===== config.mk =====
export PLATFORM = sky130hd
export DESIGN_NAME = calc_cmd_sequencer
export DESIGN_NICKNAME = d
export VERILOG_FILES = /design/src/rtl/calc_pkg.sv /design/src/rtl/calc_cmd_fifo.sv /design/src/rtl/calc_cmd_sequencer.sv
export SDC_FILE = /design/constraint.sdc
export NUM_CORES = 1
export LEC_CHECK = 0
export ABC_AREA = 1
export BUFFER_PORTS_ARGS = -buffer_cell sky130_fd_sc_hd__buf_2
export CORE_ASPECT_RATIO = 1.25
export CORE_MARGIN = 8
export CORE_UTILIZATION = 30
export DETAILED_ROUTE_END_ITERATION = 6
export HOLD_SLACK_MARGIN = 0.06
export SYNTH_ARGS = -nofsm -noshare
export SYNTH_HDL_FRONTEND = slang
export SYNTH_SLANG_ARGS = --single-unit

===== constraint.sdc =====
create_clock -name clock -period 5.11 [get_ports clock]
set_input_delay 1.022 -clock clock [delete_from_list [all_inputs] [get_ports clock]]
set_output_delay 1.022 -clock clock [all_outputs]
set_load 0.02 [all_outputs]

===== src/rtl/calc_pkg.sv =====
// calc_pkg: shared encodings for the calculator command sequencer.
// Core status codes, keypad command codes and sequencer FSM states.
package calc_pkg;

   typedef enum logic [1:0] {
      ST_ERR   = 2'b00,
      ST_BUSY  = 2'b01,
      ST_READY = 2'b10,
      ST_PRINT = 2'b11
   } calc_status_t;

   localparam logic [3:0] CMD_ADD  = 4'hA;
   localparam logic [3:0] CMD_SUB  = 4'hB;
   localparam logic [3:0] CMD_MUL  = 4'hC;
   localparam logic [3:0] CMD_IDLE = 4'hD;
   localparam logic [3:0] CMD_EQ   = 4'hE;
   localparam logic [3:0] CMD_BS   = 4'hF;

   typedef enum logic [1:0] {
      S_IDLE      = 2'd0,
      S_WAIT_ACK  = 2'd1,
      S_WAIT_DONE = 2'd2,
      S_ERROR     = 2'd3
   } seq_state_t;

endpackage


===== src/rtl/calc_cmd_fifo.sv =====
// calc_cmd_fifo: synchronous key-code FIFO, DEPTH entries of 4 bits.
// Ports: clock, reset (async high), push/push_data, pop, flush,
// head (oldest entry), full, empty, level (occupancy).
module calc_cmd_fifo #(
   parameter int DEPTH = 8
) (
   input  logic                     clock,
   input  logic                     reset,
   input  logic                     push,
   input  logic [3:0]               push_data,
   input  logic                     pop,
   input  logic                     flush,
   output logic [3:0]               head,
   output logic                     full,
   output logic                     empty,
   output logic [$clog2(DEPTH):0]   level
);

   localparam int AW = $clog2(DEPTH);

   // Pointers carry one extra MSB so full and empty differ.
   logic [AW:0]  wr_ptr;
   logic [AW:0]  rd_ptr;
   logic [3:0]   mem [DEPTH];
   logic         do_push;
   logic         do_pop;

   assign do_push = push && !full;
   assign do_pop  = pop && !empty;

   always_ff @(posedge clock or posedge reset) begin
      if (reset) begin
         wr_ptr <= '0;
         rd_ptr <= '0;
      end else if (flush) begin
         wr_ptr <= '0;
         rd_ptr <= '0;
      end else begin
         if (do_push)
            wr_ptr <= wr_ptr + (AW+1)'(1);
         if (do_pop)
            rd_ptr <= rd_ptr + (AW+1)'(1);
      end
   end

   always_ff @(posedge clock) begin
      if (do_push && !flush)
         mem[wr_ptr[AW-1:0]] <= push_data;
   end

   assign head  = mem[rd_ptr[AW-1:0]];
   assign empty = (wr_ptr == rd_ptr);
   assign full  = (wr_ptr[AW] != rd_ptr[AW]) &&
                  (wr_ptr[AW-1:0] == rd_ptr[AW-1:0]);
   assign level = wr_ptr - rd_ptr;

endmodule


===== src/rtl/calc_cmd_sequencer.sv =====
// calc_cmd_sequencer: buffers keypad codes and issues them to the
// calculator core as one-cycle cmd pulses, paced by calc_status.
// Ports: clock, reset (async high); key_valid/key_code/key_ready
// keypad side; calc_status in, calc_cmd out (core side); status
// outputs fifo_level, busy, error, overflow, issued_count.
module calc_cmd_sequencer
   import calc_pkg::*;
#(
   parameter int DEPTH       = 8,
   parameter int ACK_TIMEOUT = 4,
   parameter int CNT_W       = 8
) (
   input  logic                     clock,
   input  logic                     reset,
   input  logic                     key_valid,
   input  logic [3:0]               key_code,
   output logic                     key_ready,
   input  logic [1:0]               calc_status,
   output logic [3:0]               calc_cmd,
   output logic [$clog2(DEPTH):0]   fifo_level,
   output logic                     busy,
   output logic                     error,
   output logic                     overflow,
   output logic [CNT_W-1:0]         issued_count
);

   localparam int TW = $clog2(ACK_TIMEOUT) + 1;
   localparam logic [TW-1:0] T_LAST = TW'(ACK_TIMEOUT - 1);

   calc_status_t  status;
   seq_state_t    state;
   seq_state_t    state_nx;
   logic [TW-1:0] timer;
   logic [TW-1:0] timer_nx;
   logic [3:0]    cmd_nx;
   logic [3:0]    head;
   logic          fifo_full;
   logic          fifo_empty;
   logic          push;
   logic          pop;
   logic          flush;
   logic          err_in;
   logic          rdy;
   logic          issue;
   logic          ovf_set;

   assign status = calc_status_t'(calc_status);
   assign err_in = (status == ST_ERR);
   assign rdy    = (status == ST_READY);

   assign key_ready = !fifo_full && (state != S_ERROR);
   assign push      = key_valid && key_ready;
   assign busy      = (state != S_IDLE) || !fifo_empty;

   // ERR outranks an issue in the same cycle.
   assign issue = (state == S_IDLE) && !fifo_empty &&
                  rdy && !err_in;
   assign pop   = issue;
   assign flush = err_in && (state != S_ERROR);

   // Keys arriving in S_ERROR are dropped, not overflows.
   assign ovf_set = key_valid && fifo_full &&
                    (state != S_ERROR);

   calc_cmd_fifo #(
      .DEPTH (DEPTH)
   ) u_fifo (
      .clock     (clock),
      .reset     (reset),
      .push      (push),
      .push_data (key_code),
      .pop       (pop),
      .flush     (flush),
      .head      (head),
      .full      (fifo_full),
      .empty     (fifo_empty),
      .level     (fifo_level)
   );

   always_ff @(posedge clock or posedge reset) begin
      if (reset) begin
         state        <= S_IDLE;
         timer        <= '0;
         calc_cmd     <= CMD_IDLE;
         error        <= 1'b0;
         overflow     <= 1'b0;
         issued_count <= '0;
      end else begin
         state    <= state_nx;
         timer    <= timer_nx;
         calc_cmd <= cmd_nx;
         if (err_in)
            error <= 1'b1;
         if (ovf_set)
            overflow <= 1'b1;
         if (issue)
            issued_count <= issued_count + CNT_W'(1);
      end
   end

   always_comb begin
      state_nx = state;
      unique case (state)
         S_IDLE: begin
            if (err_in)
               state_nx = S_ERROR;
            else if (issue)
               state_nx = S_WAIT_ACK;
         end
         S_WAIT_ACK: begin
            // No reaction within the window means the core
            // absorbed the command silently.
            if (err_in)
               state_nx = S_ERROR;
            else if (!rdy)
               state_nx = S_WAIT_DONE;
            else if (timer == T_LAST)
               state_nx = S_IDLE;
         end
         S_WAIT_DONE: begin
            if (err_in)
               state_nx = S_ERROR;
            else if (rdy)
               state_nx = S_IDLE;
         end
         S_ERROR: begin
            state_nx = S_ERROR;
         end
      endcase
   end

   always_comb begin
      cmd_nx   = CMD_IDLE;
      timer_nx = timer;
      if (issue) begin
         cmd_nx   = head;
         timer_nx = '0;
      end else if (state == S_WAIT_ACK) begin
         timer_nx = timer + TW'(1);
      end
   end

endmodule


==> run metrics <==
Root Driver clkbuf_16; total grt overflow 0; global-route wire length before repair roughly 11 mm; Avg Cell Area, Syn approximately 9.6 µm²; Cell variety after synth 30; post-layout minimum cycle time a little over 3 ns; Post-Syn Nets approximately 320; CTS tree built; CP max FO 12; Slew @ Worst Pin 1.05 ns; H-tree depth 3; Tcrit/Tclk final just under 60%; fin area approximately 0.0034 mm²; ANT cells 0; total power about 1.9 mW; antenna viol nets, final 0; Synth warnings 0; Post-DP HPWL 4.66 mm; hold_buf cts 0; clk sink count 59; Clock Latency Late Sink roughly 0.32 ns; Final Hold Fails 0; worst rel slew slack a little over 30%; most common cell in the netlist nand2_1; Final nets 353; Remaining DRCs 0; cells resized by post-CTS repair 0; Syn Std Cell Area ~0.0029 mm²; Max-Cap Viols 0; flops & latches, synth just under 60; ys async rst share 45.8%; Max clock buf depth 2; DIE WIDTH approximately 100 µm; gr usage total 10.0%; Lkg Pwr approximately 1.6 nW; Pwr Density 546 mW/mm²; layout cells sized above 1 22.1%; core region area about 0.0095 mm²; Area Growth Syn to Fin 18.3%; Max VDD drop roughly 190 µV; Slew Viols, Final 0; number of I/O pins 29; CP endpoint kind primary output; initial antenna violation count 0; CTS Buf Count 9; final hold slack 0.454 ns; CP Data Required Time slightly above 4 ns; vias post-DR about 2,100; 1st-iter DRT viols 52; Routability Congestion 0.874; final setup vio count 0; Synth area leader edfxtp_1; status finished, final reports clean; cell count after synthesis ~300; CP arrival about 2.0 ns; clock slew at reported path FFs roughly 0.050 ns; Post-Route WL ~6.2 mm; hold crit path type reg2reg; Post-CTS Setup Bufs 0; iteration count of the initial detailed-routing pass 5; row count 40; final core occ a little over a third; vias in the first global route 2,191; I/O Buffers 28; Post-synth EDFFs 32; leading cell types by count after synthesis nand2_1, nand3_1, edfxtp_1; prevailing post-synth register cell edfxtp_1; top cells by area, synth edfxtp_1, dfrtp_1, nand2_1, nand3_1, inv_1; Seq/Total Area, Yosys 56.4%; Clock Skews roughly 0.0040 ns; RSZ-0062 raised after global routing no; largest net degree at the start of global routing 28; setup TNS 0 ns; die height 126 µm; DR vias/cell roughly 4.5; Placed Area ~0.0032 mm²; area share of the largest cell type after synthesis around a third; initial core utilization between 30% and 40%; die area roughly 0.013 mm²; fmax about 0.33 GHz; critical path type reg2out; Worst setup SP type register; DR WL/cell approximately 13 µm
-- placed cells by master (no fill, tap or decap), drive strengths merged, types with 6 or more instances in the layout --
master,count
xor2,6
dfrtp,24
nand3,36
nand2,89
edfxtp,32
nor2,33
inv,35
buf,28
ha,8
o21ai,13
clkbuf,9
-- metrics by stage --
stage | cells | setup slack, ns
after floorplan | 303 | 2.51
after global placement | 450 | 2.40
after detailed placement | 450 | 2.41
after CTS | 466 | 2.04
after global routing | 466 | 1.87
final | 466 | 2.06
-- logic make-up after synthesis --
logic type,synth area share [%]
AO/OA/AOI/OAI,2.93
flip-flops,56.4
adder cells (fa/ha/maj),4.13
XOR/XNOR,2.97
AND/OR/NAND/NOR,27.1
buffers and inverters,6.46
-- per-layer routing --
layer | global-route usage [%] | vias up | wire (µm)
li1 | - | 1051 | -
met1 | 11.0 | 985 | 2620
met2 | 17.2 | 43 | 3180
met3 | 3.62 | 8 | 278
met4 | 4.10 | 0 | 90
met5 | 0 | - | 0
-- layout make-up --
| cell class | instances | area [µm²] |
|---|---|---|
| Clock buffer | 9 | 225 |
| Clock inverter | 7 | 58.8 |
| Fill cell | 982 | 6070 |
| Inverter | 35 | 136 |
| Multi-Input combinational cell | 202 | 1080 |
| Sequential cell | 59 | 1640 |
| Tap cell | 126 | 158 |
| Timing Repair Buffer | 28 | 140 |
-- flip-flops by register name, summed over array words and instances (netlist names) --
| name | count |
|---|---|
| u_fifo.mem | 32 |
| issued_count | 8 |
| calc_cmd | 4 |
| u_fifo.rd_ptr | 4 |
| u_fifo.wr_ptr | 4 |
| timer | 3 |
| state | 2 |
| error | 1 |
| overflow | 1 |
-- where the power goes --
part / switching [mW] / internal, mW
registers: 0.0916 / 0.588
logic: 0.418 / 0.213
clock network: 0.196 / 0.369
-- worst paths after layout --
kind	endpoint	slack, ns	depth (start not counted)	from
max in group asynchronous	overflow	3.53	2	reset
min reg2reg	overflow	0.45	1	overflow
min	overflow	0.45	1	overflow
max	fifo_level[3]	2.06	8	u_fifo.rd_ptr[1]
min in group asynchronous	issued_count[3]	0.95	2	reset
max reg2reg	u_fifo.mem[7][1]	2.77	7	u_fifo.rd_ptr[1]
-- critical path: stages (launching register included) --
cell and delay (ns):
dfrtp_1 0.58, inv_2 0.17, ha_1 0.33, nand2_1 0.12
nor2_1 0.05, nor2_1 0.08, nand2_1 0.07, xor2_1 0.11
buf_2 0.18
Power figures use the tool's default switching activity.
